### src/rtl/demod_segment_pipe_ctrl.sv
// Splits each input word into NUM_SEG rotated segments and carries them through a
// LATENCY-stage register pipeline under either legacy start-level or valid/ready control.
module demod_segment_pipe_ctrl #(
  parameter int unsigned DATA_W  = 32,
  parameter int unsigned NUM_SEG = 10,
  parameter int unsigned SEG_W   = 32,
  parameter int unsigned STEP    = 4,
  parameter int unsigned LATENCY = 3,
  parameter int unsigned MODE    = 1,
  parameter int unsigned CNT_W   = 16
) (
  input  logic                     clk,
  input  logic                     reset,
  input  logic                     start,
  input  logic                     flush,
  input  logic [DATA_W-1:0]        in_data,
  input  logic                     in_valid,
  output logic                     in_ready,
  output logic [NUM_SEG*SEG_W-1:0] seg_out,
  output logic                     out_valid,
  input  logic                     out_ready,
  output logic                     busy,
  output logic [CNT_W-1:0]         out_count
);

  localparam int unsigned OUT_W  = NUM_SEG * SEG_W;
  localparam int unsigned LCNT_W = $clog2(LATENCY + 1);
  localparam logic [LCNT_W-1:0] LAT_C = LCNT_W'(LATENCY);

  logic [OUT_W-1:0]   seg_comb;
  logic [OUT_W-1:0]   data_q [LATENCY];
  logic [OUT_W-1:0]   data_d [LATENCY];
  logic [LATENCY-1:0] vld_q, vld_d;
  logic [LCNT_W-1:0]  lcnt_q, lcnt_d;
  logic [CNT_W-1:0]   cnt_q, cnt_d;
  logic               enable;
  logic               deliver;

  // Rotate-right by a per-segment constant: low half of the doubled word shifted right.
  for (genvar k = 0; k < NUM_SEG; k++) begin : g_seg
    localparam int unsigned SH = (k * STEP) % DATA_W;
    logic [DATA_W-1:0] rot;
    assign rot = DATA_W'({in_data, in_data} >> SH);
    assign seg_comb[k*SEG_W +: SEG_W] = rot[SEG_W-1:0];
  end

  always_comb begin
    if (MODE == 0) begin
      out_valid = (lcnt_q == LAT_C);
      enable    = 1'b1;
      busy      = !out_valid;
      deliver   = out_valid && start;
    end else begin
      out_valid = vld_q[LATENCY-1];
      enable    = !out_valid || out_ready;
      busy      = |vld_q;
      deliver   = out_valid && out_ready;
    end
    in_ready  = enable;
    seg_out   = data_q[LATENCY-1];
    out_count = cnt_q;
  end

  always_comb begin
    data_d = data_q;
    vld_d  = vld_q;
    lcnt_d = lcnt_q;
    cnt_d  = deliver ? cnt_q + CNT_W'(1) : cnt_q;
    // Flush wins over any accept and freezes the data registers; only valids/counter clear.
    if (flush) begin
      vld_d  = '0;
      lcnt_d = '0;
    end else begin
      if (enable) begin
        data_d[0] = seg_comb;
        vld_d[0]  = in_valid;
        for (int unsigned i = 1; i < LATENCY; i++) begin
          data_d[i] = data_q[i-1];
          vld_d[i]  = vld_q[i-1];
        end
      end
      if (!start) begin
        lcnt_d = '0;
      end else if (lcnt_q != LAT_C) begin
        lcnt_d = lcnt_q + LCNT_W'(1);
      end
    end
  end

  always_ff @(posedge clk or posedge reset) begin
    if (reset) begin
      data_q <= '{default: '0};
      vld_q  <= '0;
      lcnt_q <= '0;
      cnt_q  <= '0;
    end else begin
      data_q <= data_d;
      vld_q  <= vld_d;
      lcnt_q <= lcnt_d;
      cnt_q  <= cnt_d;
    end
  end

endmodule

### config.mk
export PLATFORM = sky130hd
export DESIGN_NAME = demod_segment_pipe_ctrl
export DESIGN_NICKNAME = d
export VERILOG_FILES = /design/src/rtl/demod_segment_pipe_ctrl.sv
export SDC_FILE = /design/constraint.sdc
export NUM_CORES = 1
export LEC_CHECK = 0
export CAP_MARGIN = 20
export CORE_AREA = 2 2 147 149
export DETAILED_ROUTE_END_ITERATION = 12
export DIE_AREA = 0 0 149 151
export MAX_ROUTING_LAYER = met4
export PLACE_DENSITY = 0.81
export SLEW_MARGIN = 20
export SYNTH_ARGS = -nofsm -noshare
export SYNTH_HDL_FRONTEND = slang
export SYNTH_SLANG_ARGS = --single-unit
### constraint.sdc
create_clock -name clk -period 11.45 [get_ports clk]
set_input_delay 1.7175 -clock clk [delete_from_list [all_inputs] [get_ports clk]]
set_output_delay 1.7175 -clock clk [all_outputs]
set_load 0.01 [all_outputs]
==> out/metrics.yaml, run 1 <==
grt_pass1_wl_mm: 19.22
ys_ff_latch: 115
crit_arrival_ns: 3.24
path_class: "in2out"
reg2reg_slack_ns: 8.83
setup_violations: 0
hold_buffers: 0
ir_worst_vdd_uv: 112.5
port_buffers: 375
start_kind: "primary input"
min_period_ns: 4.958
postRouteAntennaNets: 0
avgRoutedWirePerCell_um: 13.78
cp_max_fo: 5
synth_cells: 597
overflow: 0
synth_xor_area_share_pct: 1.888
vias: 3810
drt-total-wl_mm: 13.11
diodes: 0
grt_usage_pct: 11.24
yosysSeqAreaShare_pct: 41.35
drv_slew: 0
hold-worst-slack_ns: 0.4745
dp_hpwl_mm: 9.450
setup_tns_ns: 0
grt_max_degree: 68
drive_gt1_share_pct: 19.82
hp-start: "out_count[15]"
slowest_delay_ns: 0.50
cts_buffers: 17
hold_class: "reg2reg"
crit_required_ns: 9.73
core_sq_um: 20820
post_cts_buffers: 0
synth_top_family_by_area: "buffers and inverters"
layout.nets: 702
dieArea_sq_um: 22500
antenna_found_initial: 0
holdPathEnd: "out_count[15]"
firstDrtPassIters: 4
cts_resized: 0
viasPerCell: 4.006
initial_core_util_pct: 33.42
slew_headroom_pct: 42.84
path_cells: "clkdlybuf4s50_1 -> nor2b_1 -> inv_1 -> clkdlybuf4s50_1"
synth_edf_count: 0
die_width_um: 149
netlist_area_sq_um: 6959
end_kind: "output port"
r2r_start: "vld_q[2]"
maxCapViolCount: 0
rsz0062_at_grt: "no"
synth_top_area_cell: "dfrtp_1"
yosysWarnings: 0
rows: 53
root_buffer: "clkbuf_16"
yosysMostFrequentCell: "buf_4"
postSynthAreaPerCell_sq_um: 11.66
synth_simple_gate_area_share_pct: 2.427
setup.worst_path.start: "out_ready"
synth_fp_nets: 636
synth_top_area_share_pct: 41.35
fmax_mhz: 201.7
r2r-end: "data_q[934]"
grt_pass1_vias: 3443
r2r_cells: 5
htreeDepth: 4
cpMostUsedCell: "clkdlybuf4s50_1"
worstMarginPinSlew_ns: 0.8575
io-pin-count: 377
period_share_pct: 43.30
synthMuxAreaShare_pct: 18.14
fill_cells: 1929
ys_top_cells_by_count: "buf_4, dfrtp_1, mux2_2"
synth_fa_ha_area_share_pct: 0.1798
powerDensity_nw_per_um2: 204.7
synth_cell_type_count: 22
clk-insertion-delay-late_ns: 0.40
whs_path_depth: 1
clock_skew_ns: 0.005248
area_growth_pct: 31.82
ys_top_cells_by_area: "dfrtp_1, buf_4, mux2_2, mux2_4, xnor2_1"
p_leak_nw: 3.819
clkSlewWorstSetupHoldPaths_ns: 0.06
ys.flop_type: "dfrtp_1"
cts_tree: "done"
cts_sinks: 115
hold_viol: 0
synth-compound-area-share_pct: 0
clockBufferDepth: 2
status: "finished clean"
die_height_um: 151
synthArstFlopShare_pct: 100.0
drt_iter0_drc: 61
drc: 0
gp_congestion: 0.7220
crit_slowest_cell: "clkdlybuf4s50_1"
per-stage QoR:
step / instance area (sq um) / instances / utilization (%) / power (mW) / worst slack [ns]
5_1_grt: 9174 / 951 / 44.06 / 1.978 / 6.330
4_1_cts: 9174 / 951 / 44.06 / 1.913 / 6.475
3_5_place_dp: 8591 / 919 / 41.26 / 1.378 / 6.492
3_3_place_gp: 8591 / 919 / 41.26 / 1.361 / 6.505
6_report: 9174 / 951 / 44.06 / 1.878 / 6.492
2_1_floorplan: 6959 / 597 / - / 1.158 / 6.688
area by class of cell:
type / count / area [sq um] / area share (%)
clock buffer: 18 / 429.2 / 4.678
clock inverter: 14 / 153.9 / 1.678
inverter: 4 / 17.52 / 0.1909
multi-input combinational: 147 / 1575 / 17.17
sequential: 115 / 2878 / 31.37
tap: 275 / 344.1 / 3.751
timing repair buffer: 378 / 3776 / 41.16
routing by layer:
layer	up-vias	GRT usage, %	wire [um]
met2	183	18.25	6686
met4	0	4.286	187
met3	9	3.072	1004
met5	-	-	0
met1	1879	13.38	5230
li1	1739	-	-
sequential cells by signal (all words and copies together), names as in the netlist:
name and flops:
seg_out 32, data_q 64, out_count 16, vld_q 3
layout by cell type, fill, tap and decap left out:
cell,n
nor2_1,9
mux2_2,57
and3_1,1
xor2_1,6
ha_1,1
nor2_4,1
clkdlybuf4s50_1,375
nand4_1,4
and4_1,1
xnor2_1,9
clkinv_2,2
clkbuf_16,17
clkbuf_1,1
mux2_4,40
buf_4,3
mux2i_1,2
inv_1,3
inv_6,4
or3_1,1
dfrtp_1,115
nor3_1,1
clkinv_4,3
nor2b_1,1
clkinvlp_4,3
inv_4,1
nor4_2,1
bufinv_16,2
nand3_1,7
nand2_1,5
worst max path at each step:
stage	slack, ns	end
3_3_place_gp	6.51	in_ready
6_report	6.49	in_ready
3_5_place_dp	6.49	in_ready
5_1_grt	6.33	in_ready
2_1_floorplan	6.69	data_q[579]
4_1_cts	6.47	in_ready
kinds of logic after synthesis:
| group | count (synthesis) |
|---|---|
| multiplexers | 99 |
| AND/OR/NAND/NOR | 32 |
| XOR/XNOR | 15 |
| flip-flops | 115 |
| adder cells (fa/ha/maj) | 1 |
| buffers and inverters | 335 |
power by group:
group / leakage, nW / internal (mW) / switching (mW)
sequential: 1.38 / 0.470 / 0.0999
clock: 0.278 / 0.323 / 0.198
combinational: 2.16 / 0.513 / 0.273
total: 3.82 / 1.31 / 0.572
critical path, delay by kind of cell:
kind,cells,cell delay [ns]
buffers and inverters,3,1.05
AND/OR/NAND/NOR,1,0.48
Power figures use the tool's default switching activity.
==> run 2, diff against run 1 <==
--- a/config.mk
+++ b/config.mk
@@ -6,9 +6,9 @@
 export NUM_CORES = 1
 export LEC_CHECK = 0
 export CAP_MARGIN = 20
-export CORE_AREA = 2 2 147 149
+export CORE_AREA = 2 2 148 150
 export DETAILED_ROUTE_END_ITERATION = 12
-export DIE_AREA = 0 0 149 151
+export DIE_AREA = 0 0 150 152
 export MAX_ROUTING_LAYER = met4
 export PLACE_DENSITY = 0.81
 export SLEW_MARGIN = 20
==> constraint.sdc (replaced) <==
create_clock -name clk -period 4.81 [get_ports clk]
set_input_delay 0.7215 -clock clk [delete_from_list [all_inputs] [get_ports clk]]
set_output_delay 0.7215 -clock clk [all_outputs]
set_load 0.01 [all_outputs]
==> run 2 against run 1 <==
Clock power rose to 2.6 times the previous value. Clock skew about the same. Sequential share of layout area down 0.25 points. Die area up 1.3%. Cell count up 0.74%. Combinational power up 140%. Non-clock buffer count up 1. Sequential cell count unchanged. Cell area up 0.82%.
==> out/metrics.yaml, run 2 (synthesis gave the netlist of run 1 again) <==
drive_gt1_share_pct: 20.09  # +0.27 points
drv_slew: 0  # unchanged
r2r-end: "data_q[947]"
core_sq_um: 21350  # +2.5%
path_class: "in2out"
layout.nets: 703  # +0.14%
powerDensity_nw_per_um2: 496.2  # +140%
final_common_cell: "clkdlybuf4s50_1"
avgRoutedWirePerCell_um: 13.48  # -2.2%
post_cts_buffers: 0  # unchanged
area_growth_pct: 32.90
ir_worst_vdd_uv: 199.5  # +77%
root_buffer: "clkbuf_16"
cts_resized: 0  # unchanged
hold_viol: 0  # unchanged
rows: 54  # +1.9%
final_cell_mix: "clkdlybuf4s50_1, dfrtp_1, mux2_2, mux2_4, clkbuf_16"
clockBufferDepth: 2  # unchanged
gp_congestion: 0.7099  # -1.7%
r2r_cells: 4  # -1
grt_max_degree: 64  # -5.9%
clock_skew_ns: 0.005546  # +0.0002978 ns
overflow: 0  # unchanged
firstDrtPassIters: 4  # unchanged
holdPathEnd: "out_count[14]"
drc: 0  # unchanged
dp_hpwl_mm: 9.240  # -2.2%
initial_core_util_pct: 32.59  # -0.83 points
start_kind: "primary input"
htreeDepth: 4  # unchanged
grt_usage_pct: 11.38  # +0.14 points
cts_sinks: 115  # unchanged
drt_iter0_drc: 101  # +66%
p_leak_nw: 3.851  # +0.84%
drt-total-wl_mm: 12.91  # -1.5%
worstMarginPinSlew_ns: 0.9009  # +0.04344 ns
grt_pass1_wl_mm: 20.10  # +4.6%
slew_headroom_pct: 39.94  # -2.9 points
cp_max_fo: 5  # unchanged
crit_arrival_ns: 2.26  # -0.98 ns
whs_path_depth: 1  # unchanged
maxCapViolCount: 0  # unchanged
max_flop_register: "data_q"
hold_buffers: 0  # unchanged
vias: 3792  # -0.47%
largest_reg_flops: 64  # unchanged
clkSlewWorstSetupHoldPaths_ns: 0.06  # about the same
antenna_found_initial: 1  # +1
period_share_pct: 62.01
setup_violations: 0  # unchanged
port_buffers: 375  # unchanged
rsz0062_at_grt: "no"
cts_tree: "done"
seqPwrFrac_pct: 29.6  # -0.8 points
postRouteAntennaNets: 0  # unchanged
die_width_um: 150  # +0.67%
reg2reg_slack_ns: 2.73  # -6.10 ns
end_kind: "output port"
r2r_start: "vld_q[2]"
grt_pass1_vias: 3741  # +8.7%
fmax_mhz: 335.3
power.internal_mw: 3.231  # +150%
cts_buffers: 17  # unchanged
power_frac_comb_pct: 40.7  # -1.2 points
min_period_ns: 2.983
status: "finished clean"
hp-start: "out_count[14]"
die_height_um: 152  # +0.66%
hold_class: "reg2reg"
viasPerCell: 3.958  # -1.2%
p_sw_mw: 1.359  # +140%
dieArea_sq_um: 22800  # +1.3%
finalInstanceArea_sq_um: 9249  # +0.82%
clockPowerShare_pct: 29.7  # +1.9 points
place_area_sq_um: 8605  # +0.16%
switching_share_pct: 29.60  # -0.83 points
setup_tns_ns: 0  # unchanged
io-pin-count: 377  # unchanged
clk-insertion-delay-late_ns: 0.40  # about the same
crit_required_ns: 4.09  # -5.64 ns
run 2: per-stage QoR:
stage / setup WS, ns / instances / hold WS (ns) / power, mW / utilization (%)
5_1_grt: 1.750 / 958 / 0.5128 / 4.823 / 43.32
6_report: 1.827 / 958 / 0.4932 / 4.589 / 43.32
4_1_cts: 1.815 / 957 / 0.4952 / 4.676 / 43.31
3_5_place_dp: 1.826 / 925 / 0.4867 / 3.273 / 40.30
3_3_place_gp: 1.840 / 925 / 0.4603 / 3.232 / 40.30
2_1_floorplan: 1.044 / 597 / 0.4749 / 2.757 / -
run 2: critical path: stages:
cell and delay, ns:
clkdlybuf4s50_1 0.48, nor2b_1 0.47, inv_1 0.10, clkdlybuf4s50_1 0.50
run 2: power by group through the flow:
stage | clock network, mW | logic (mW) | registers [mW]
floorplan | 0 | 1.44 | 1.32
global placement | 0 | 1.86 | 1.37
detailed placement | 0 | 1.89 | 1.39
CTS | 1.41 | 1.89 | 1.37
global route | 1.46 | 1.96 | 1.40
finish | 1.36 | 1.87 | 1.36
run 2: how the worst max path moves through the flow:
stage,to,cells past startpoint,start
after floorplan,data_q[579],1,reset
after global placement,in_ready,4,out_ready
after detailed placement,in_ready,4,out_ready
after CTS,in_ready,4,out_ready
after global routing,in_ready,4,out_ready
final,in_ready,4,out_ready
run 2: final cells by class:
type | instances | area, sq um
timing repair buffer | 379 | 3784
inverter | 4 | 17.52
tap | 280 | 350.3
fill | 1989 | 12100
sequential | 115 | 2878
clock buffer | 18 | 439.2
multi-input combinational | 147 | 1575
antenna | 1 | 2.502
clock inverter | 14 | 202.7
run 2: layer usage:
| metal | track usage, % | wire length (um) |
|---|---|---|
| met1 | 12.50 | 5054 |
| met2 | 19.55 | 6600 |
| met3 | 3.453 | 1117 |
| met4 | 3.729 | 139 |
| met5 | - | 0 |
